<file path="config.mk">
export PLATFORM = sky130hd
export DESIGN_NAME = eth_tx_sched
export DESIGN_NICKNAME = d
export VERILOG_FILES = /design/src/rtl/eth_pkg.sv /design/src/rtl/rr_arb3.sv /design/src/rtl/eth_tx_sched.sv
export SDC_FILE = /design/constraint.sdc
export NUM_CORES = 1
export LEC_CHECK = 0
export BUFFER_PORTS_ARGS = -buffer_cell sky130_fd_sc_hd__buf_2
export CELL_PAD_IN_SITES_DETAIL_PLACEMENT = 0
export CELL_PAD_IN_SITES_GLOBAL_PLACEMENT = 2
export CORE_MARGIN = 2
export CORE_UTILIZATION = 24
export DETAILED_ROUTE_END_ITERATION = 12
export PLACE_DENSITY_LB_ADDON = 0.1
export SYNTH_ARGS = -nofsm -noshare
export SYNTH_HDL_FRONTEND = slang
export SYNTH_SLANG_ARGS = --single-unit
</file>
<file path="constraint.sdc">
create_clock -name clk -period 2.7 [get_ports clk]
set_clock_uncertainty 0.05 [all_clocks]
set_input_delay 0.135 -clock clk [delete_from_list [all_inputs] [get_ports clk]]
set_output_delay 0.135 -clock clk [all_outputs]
set_load 0.01 [all_outputs]
</file>
<file path="src/rtl/eth_pkg.sv">
// rtl/eth_pkg.sv - TX kind encodings, scheduler state type and round-robin helper
package eth_pkg;

  localparam logic [1:0] TX_KIND_ARP  = 2'd0;
  localparam logic [1:0] TX_KIND_ICMP = 2'd1;
  localparam logic [1:0] TX_KIND_UDP  = 2'd2;

  typedef enum logic [1:0] {
    ST_IDLE,
    ST_START,
    ST_WAIT_DONE,
    ST_GAP
  } tx_state_t;

  function automatic logic [1:0] rr_next(input logic [1:0] idx);
    return (idx == 2'd2) ? 2'd0 : idx + 2'd1;
  endfunction

endpackage

</file>
<file path="src/rtl/rr_arb3.sv">
// rtl/rr_arb3.sv - 3-way round-robin arbiter with registered search pointer
module rr_arb3 import eth_pkg::*; (
  input  logic       clk,
  input  logic       rst_n,
  input  logic [2:0] req,
  input  logic       advance,
  output logic       grant_valid,
  output logic [1:0] grant_idx
);

  logic [1:0] ptr;
  logic [1:0] cand1;
  logic [1:0] cand2;

  assign cand1       = rr_next(ptr);
  assign cand2       = rr_next(cand1);
  assign grant_valid = |req;

  always_comb begin
    grant_idx = ptr;
    if (req[ptr])        grant_idx = ptr;
    else if (req[cand1]) grant_idx = cand1;
    else if (req[cand2]) grant_idx = cand2;
  end

  // Pointer only moves past a requester that was actually served.
  always_ff @(posedge clk or negedge rst_n) begin
    if (!rst_n) begin
      ptr <= 2'd0;
    end else if (advance && grant_valid) begin
      ptr <= rr_next(grant_idx);
    end
  end

endmodule

</file>
<file path="src/rtl/eth_tx_sched.sv">
// rtl/eth_tx_sched.sv - ARP/ICMP/UDP reply TX scheduler with inter-frame gap
// Optional WAIT_DONE watchdog enabled by ETH_TX_SCHED_TIMEOUT_EN.
module eth_tx_sched import eth_pkg::*; #(
  parameter int IFG_CYCLES     = 12,
  parameter int TIMEOUT_CYCLES = 4096
) (
  input  logic        clk,
  input  logic        rst_n,
  input  logic        i_arp_req,
  input  logic        i_ping_req,
  input  logic        i_udp_req,
  input  logic [47:0] i_arp_mac,
  input  logic [47:0] i_ping_mac,
  input  logic [47:0] i_udp_mac,
  input  logic [31:0] i_arp_ip,
  input  logic [31:0] i_ping_ip,
  input  logic [31:0] i_udp_ip,
  output logic        o_clear_arp_req,
  output logic        o_clear_ping_req,
  output logic        o_clear_udp_req,
  output logic        o_tx_start,
  output logic [1:0]  o_tx_kind,
  output logic [47:0] o_tx_mac,
  output logic [31:0] o_tx_ip,
  input  logic        i_tx_done,
  output logic        o_busy,
  output logic        o_abort
);

  localparam logic [15:0] IFG_LOAD = 16'((IFG_CYCLES > 0) ? IFG_CYCLES - 1 : 0);

  tx_state_t   state, state_nxt;
  logic [15:0] gap_cnt, gap_nxt;
  logic [2:0]  clr_q, clr_nxt;
  logic        start_nxt;
  logic        busy_nxt;
  logic [1:0]  kind_nxt;
  logic [47:0] mac_nxt;
  logic [31:0] ip_nxt;
  logic        arb_adv;
  logic        frame_end;
  logic        grant_valid;
  logic [1:0]  grant_idx;

`ifdef ETH_TX_SCHED_TIMEOUT_EN
  localparam logic [15:0] TMO_LAST = 16'((TIMEOUT_CYCLES > 0) ? TIMEOUT_CYCLES - 1 : 0);
  logic [15:0] tmo_cnt, tmo_nxt;
  logic        abort_nxt;
`else
  logic unused_tmo;
  assign unused_tmo = TIMEOUT_CYCLES[0];
  assign o_abort    = 1'b0;
`endif

  assign o_clear_arp_req  = clr_q[0];
  assign o_clear_ping_req = clr_q[1];
  assign o_clear_udp_req  = clr_q[2];

  rr_arb3 u_arb (
    .clk         (clk),
    .rst_n       (rst_n),
    .req         ({i_udp_req, i_ping_req, i_arp_req}),
    .advance     (arb_adv),
    .grant_valid (grant_valid),
    .grant_idx   (grant_idx)
  );

  always_comb begin
    state_nxt = state;
    gap_nxt   = gap_cnt;
    start_nxt = 1'b0;
    clr_nxt   = 3'b000;
    kind_nxt  = o_tx_kind;
    mac_nxt   = o_tx_mac;
    ip_nxt    = o_tx_ip;
    arb_adv   = 1'b0;
    frame_end = 1'b0;
`ifdef ETH_TX_SCHED_TIMEOUT_EN
    tmo_nxt   = tmo_cnt;
    abort_nxt = 1'b0;
`endif
    case (state)
      ST_IDLE: begin
        if (grant_valid) begin
          state_nxt = ST_START;
          start_nxt = 1'b1;
          arb_adv   = 1'b1;
          clr_nxt   = 3'b001 << grant_idx;
          case (grant_idx)
            2'd0: begin
              kind_nxt = TX_KIND_ARP;
              mac_nxt  = i_arp_mac;
              ip_nxt   = i_arp_ip;
            end
            2'd1: begin
              kind_nxt = TX_KIND_ICMP;
              mac_nxt  = i_ping_mac;
              ip_nxt   = i_ping_ip;
            end
            default: begin
              kind_nxt = TX_KIND_UDP;
              mac_nxt  = i_udp_mac;
              ip_nxt   = i_udp_ip;
            end
          endcase
        end
      end
      ST_START: begin
        state_nxt = ST_WAIT_DONE;
`ifdef ETH_TX_SCHED_TIMEOUT_EN
        tmo_nxt   = 16'd0;
`endif
      end
      ST_WAIT_DONE: begin
        frame_end = i_tx_done;
`ifdef ETH_TX_SCHED_TIMEOUT_EN
        // A watchdog expiry is treated exactly like a done pulse.
        if (!i_tx_done) begin
          if (tmo_cnt == TMO_LAST) begin
            frame_end = 1'b1;
            abort_nxt = 1'b1;
          end else begin
            tmo_nxt = tmo_cnt + 16'd1;
          end
        end
`endif
        if (frame_end) begin
          if (IFG_CYCLES == 0) begin
            state_nxt = ST_IDLE;
          end else begin
            state_nxt = ST_GAP;
            gap_nxt   = IFG_LOAD;
          end
        end
      end
      ST_GAP: begin
        if (gap_cnt == 16'd0) state_nxt = ST_IDLE;
        else                  gap_nxt   = gap_cnt - 16'd1;
      end
      default: state_nxt = ST_IDLE;
    endcase
    busy_nxt = (state_nxt != ST_IDLE);
  end

  always_ff @(posedge clk or negedge rst_n) begin
    if (!rst_n) begin
      state      <= ST_IDLE;
      gap_cnt    <= 16'd0;
      clr_q      <= 3'b000;
      o_tx_start <= 1'b0;
      o_tx_kind  <= 2'd0;
      o_tx_mac   <= 48'd0;
      o_tx_ip    <= 32'd0;
      o_busy     <= 1'b0;
    end else begin
      state      <= state_nxt;
      gap_cnt    <= gap_nxt;
      clr_q      <= clr_nxt;
      o_tx_start <= start_nxt;
      o_tx_kind  <= kind_nxt;
      o_tx_mac   <= mac_nxt;
      o_tx_ip    <= ip_nxt;
      o_busy     <= busy_nxt;
    end
  end

`ifdef ETH_TX_SCHED_TIMEOUT_EN
  always_ff @(posedge clk or negedge rst_n) begin
    if (!rst_n) begin
      tmo_cnt <= 16'd0;
      o_abort <= 1'b0;
    end else begin
      tmo_cnt <= tmo_nxt;
      o_abort <= abort_nxt;
    end
  end
`endif

endmodule
</file>
==> results.yml <==
synthesis:
  async_reset_ff_share_pct: 100
  synth_edf_count: 0
  avgSynthCellArea_um2: 8.58
  ys_ff_latch: 106
  synth_fp_nets: 924
  yosysUniqueCellTypes: 47
  synth_cells: 677
  synthFlopType: "dfrtp_1"
  yosysWarnings: 0
  syn_area_mm2: 0.00581
  ys_seq_area_share_pct: 45.6
min_path:
  hp-start: "i_ping_mac[34]"
  hold_path_depth: 3
  hp-class: "in2reg"
  min_to: "o_tx_mac[34]"
sta:
  tns_ns: 0
  rsz0062_at_grt: "false"
  hold_violations: 0
  fmax_ghz: 0.459
  timing.hold.ws_ns: 0.0145
  final-setup-viol-count: 0
  worstMarginPinSlew_ns: 0.609
  slew-limit-headroom_pct: 59.4
  period_share_pct: 80.7
  min_period_ns: 2.18
  final-max-slew-violation-count: 0
clock_network:
  h-tree-depth: 3
  cts_buffers: 9
  cts_tree: "built"
  cts_resized: 0
  root_buffer: "clkbuf_16"
  clock_latency_ns: 0.36
  clk_pin_slew_worst_paths_ns: 0.08
  clockBufferDepth: 2
  numClockSinks: 106
cells_and_area:
  drive_gt1_share_pct: 38.3
  area_growth_pct: 45.4
  nFillCells: 2535
  nets: 1248
route:
  drtPass1Iterations: 4
  viasPerCell: 4.77
  initialDrtViolationCount: 267
  drc: 0
  post_drt_wl_per_cell_um: 18.7
  num_vias: 6343
  drt-total-wl_um: 24800
  ant_nets: 0
global_routing:
  grt_pass1_wl_um: 38500
  grt_pass1_vias: 6621
  grt_usage_pct: 19.2
  antenna_found_initial: 8
  grt_max_degree: 82
  overflow: 0
setup_path:
  worstReg2RegEnd: "o_tx_ip[6]"
  cp-start-kind: "register"
  critPathMostFrequentCell: "buf_4"
  path_class: "reg2reg"
  arrival_ns: 2.36
  rrSetupSlack_ns: 0.52
  timing.rr.start: "o_tx_kind[0]"
  crit_slowest_cell: "nand3b_1"
  worst_setup_path_end_kind: "register"
  crit_required_ns: 2.88
  reg2reg_depth: 6
  crit_chain: "nand3b_1, buf_4, buf_4, and3_1, a211oi_1, o21ai_1"
  slowest_delay_ns: 0.51
  crit_fanout: 19
pwr:
  cellLeakagePower_nw: 4.16
  irDropWorstVdd_v: 0.000210
  powerDensity_mw_per_mm2: 779
outcome:
  outcome: "completed"
floorplanning:
  die_w_um: 160
  core_mm2: 0.0236
  ioPinCount: 334
  die_h_um: 160
  row_count: 56
  die_area_mm2: 0.0255
  initial_core_util_pct: 24.6
run:
  cap_violations: 0
placement:
  routabilityCongestion: 0.778
  io_buffers: 332
  dpl.hpwl_um: 17200
==> cells in the mapped netlist (2+ instances only) <==
| cell | instances | area [µm²] |
|---|---|---|
| o21ai_0 | 108 | 541 |
| dfrtp_1 | 106 | 2650 |
| nand2_1 | 92 | 345 |
| a211oi_1 | 80 | 601 |
| and3_1 | 80 | 500 |
| o21ai_1 | 56 | 280 |
| clkbuf_1 | 49 | 184 |
| nor2_1 | 21 | 78.8 |
| buf_2 | 12 | 60.1 |
| a21oi_1 | 9 | 45.0 |
| xnor2_1 | 8 | 70.1 |
| inv_1 | 4 | 15.0 |
| nor3_1 | 4 | 20.0 |
| or3_1 | 3 | 18.8 |
| a2111oi_0 | 2 | 17.5 |
| a2111oi_2 | 2 | 30.0 |
| a311oi_1 | 2 | 17.5 |
| buf_4 | 2 | 15.0 |
| nand2b_1 | 2 | 12.5 |
| nand3_1 | 2 | 10.0 |
| nand3b_1 | 2 | 15.0 |
| nor2b_1 | 2 | 12.5 |
| nor3b_1 | 2 | 15.0 |
| nor4_1 | 2 | 12.5 |
| or2_1 | 2 | 12.5 |
| or4_4 | 2 | 22.5 |
==> final cells by class <==
| cell class | instances | area (µm²) | share of cell area, % |
|---|---|---|---|
| multi-input cells | 503 | 2900 | 34.3 |
| flip-flops and latches | 106 | 2650 | 31.4 |
| repair buffers | 377 | 2170 | 25.6 |
| well taps | 319 | 399 | 4.72 |
| clock buffers | 9 | 225 | 2.66 |
| clock inverters | 7 | 75.1 | 0.888 |
| inverters | 4 | 15.0 | 0.178 |
| diodes | 6 | 15.0 | 0.178 |
==> logic make-up after synthesis <==
| logic type | synth area share, % |
|---|---|
| other | 0.0645 |
| DFF | 45.6 |
| buffers and inverters | 4.84 |
| AOI/OAI and AO/OA | 28.0 |
| xor gates and xnor gates | 1.21 |
| adders and majority gates | 0.215 |
| and+or+nand+nor | 20.0 |
==> state kept, by name, summed over array words and instances, names as in the netlist <==
| register | count |
|---|---|
| u_arb.ptr | 1 |
| o_tx_ip | 32 |
| o_tx_mac | 48 |
| state | 2 |
| o_busy | 1 |
| o_tx_start | 1 |
| o_tx_kind | 2 |
| clr_q | 3 |
| gap_cnt | 16 |
==> cell usage in the layout (no fill, tap or decap), types with 9 or more instances in the layout <==
cell / synthesis / final
buf_2: 12 / 331
o21ai_0: 108 / 108
dfrtp_1: 106 / 106
nand2_1: 92 / 91
and3_1: 80 / 80
a211oi_1: 80 / 80
o21ai_1: 56 / 56
dlygate4sd3_1: 0 / 26
nor2_1: 21 / 20
buf_4: 2 / 12
a21oi_1: 9 / 9
clkbuf_16: 0 / 9
==> metrics by stage <==
stage | setup slack, ns | instance area (µm²) | utilization (%) | power (W) | instances
2_1_floorplan | 0.797 | 5810 | - | 0.00402 | 677
3_3_place_gp | 0.509 | 7880 | 33.4 | 0.00524 | 1283
3_5_place_dp | 0.457 | 7880 | 33.4 | 0.00522 | 1283
4_1_cts | 0.461 | 8440 | 35.7 | 0.00670 | 1325
5_1_grt | 0.286 | 8450 | 35.8 | 0.00709 | 1331
6_report | 0.522 | 8450 | 35.8 | 0.00658 | 1331
==> report_power, final <==
| part | internal, W | switching, W | total [W] |
|---|---|---|---|
| Sequential | 0.00212 | 0.000363 | 0.00248 |
| Clock | 0.000731 | 0.000676 | 0.00141 |
| Combinational | 0.00115 | 0.00154 | 0.00269 |
| Total | 0.00400 | 0.00258 | 0.00658 |
==> worst max-delay path, delay by kind of cell (launching register included) <==
family                 cells  cell delay (ns)
AOI/OAI and AO/OA          2             0.29
buffers and inverters      2             0.59
DFF                        1             0.44
and+or+nand+nor            2             0.69
==> metal layers <==
metal | global-route usage (%) | vias up | share of wire (%)
li1 | - | 3126 | -
met1 | 24.0 | 2973 | 43
met2 | 32.1 | 216 | 49
met3 | 4.78 | 24 | 6.7
met4 | 7.11 | 4 | 1.6
met5 | 0 | - | 0.12
==> timing repair <==
item                      in CTS  in global routing
hold endpoints to repair      65                  0
setup buffers                  0                  0
hold buffers                  26                  0
==> how the worst max path moves through the flow <==
stage,start,endpoint,slack [ns],depth (start not counted)
floorplan,gap_cnt[0],gap_cnt[4],0.80,8
global placement,o_tx_kind[0],o_tx_ip[5],0.51,6
detailed placement,o_tx_kind[0],o_tx_ip[28],0.46,5
CTS,o_tx_kind[0],o_tx_ip[28],0.46,5
global route,gap_cnt[0],gap_cnt[5],0.29,7
finish,o_tx_kind[0],o_tx_ip[6],0.52,6
No activity file was read; power rests on OpenSTA's default activity.
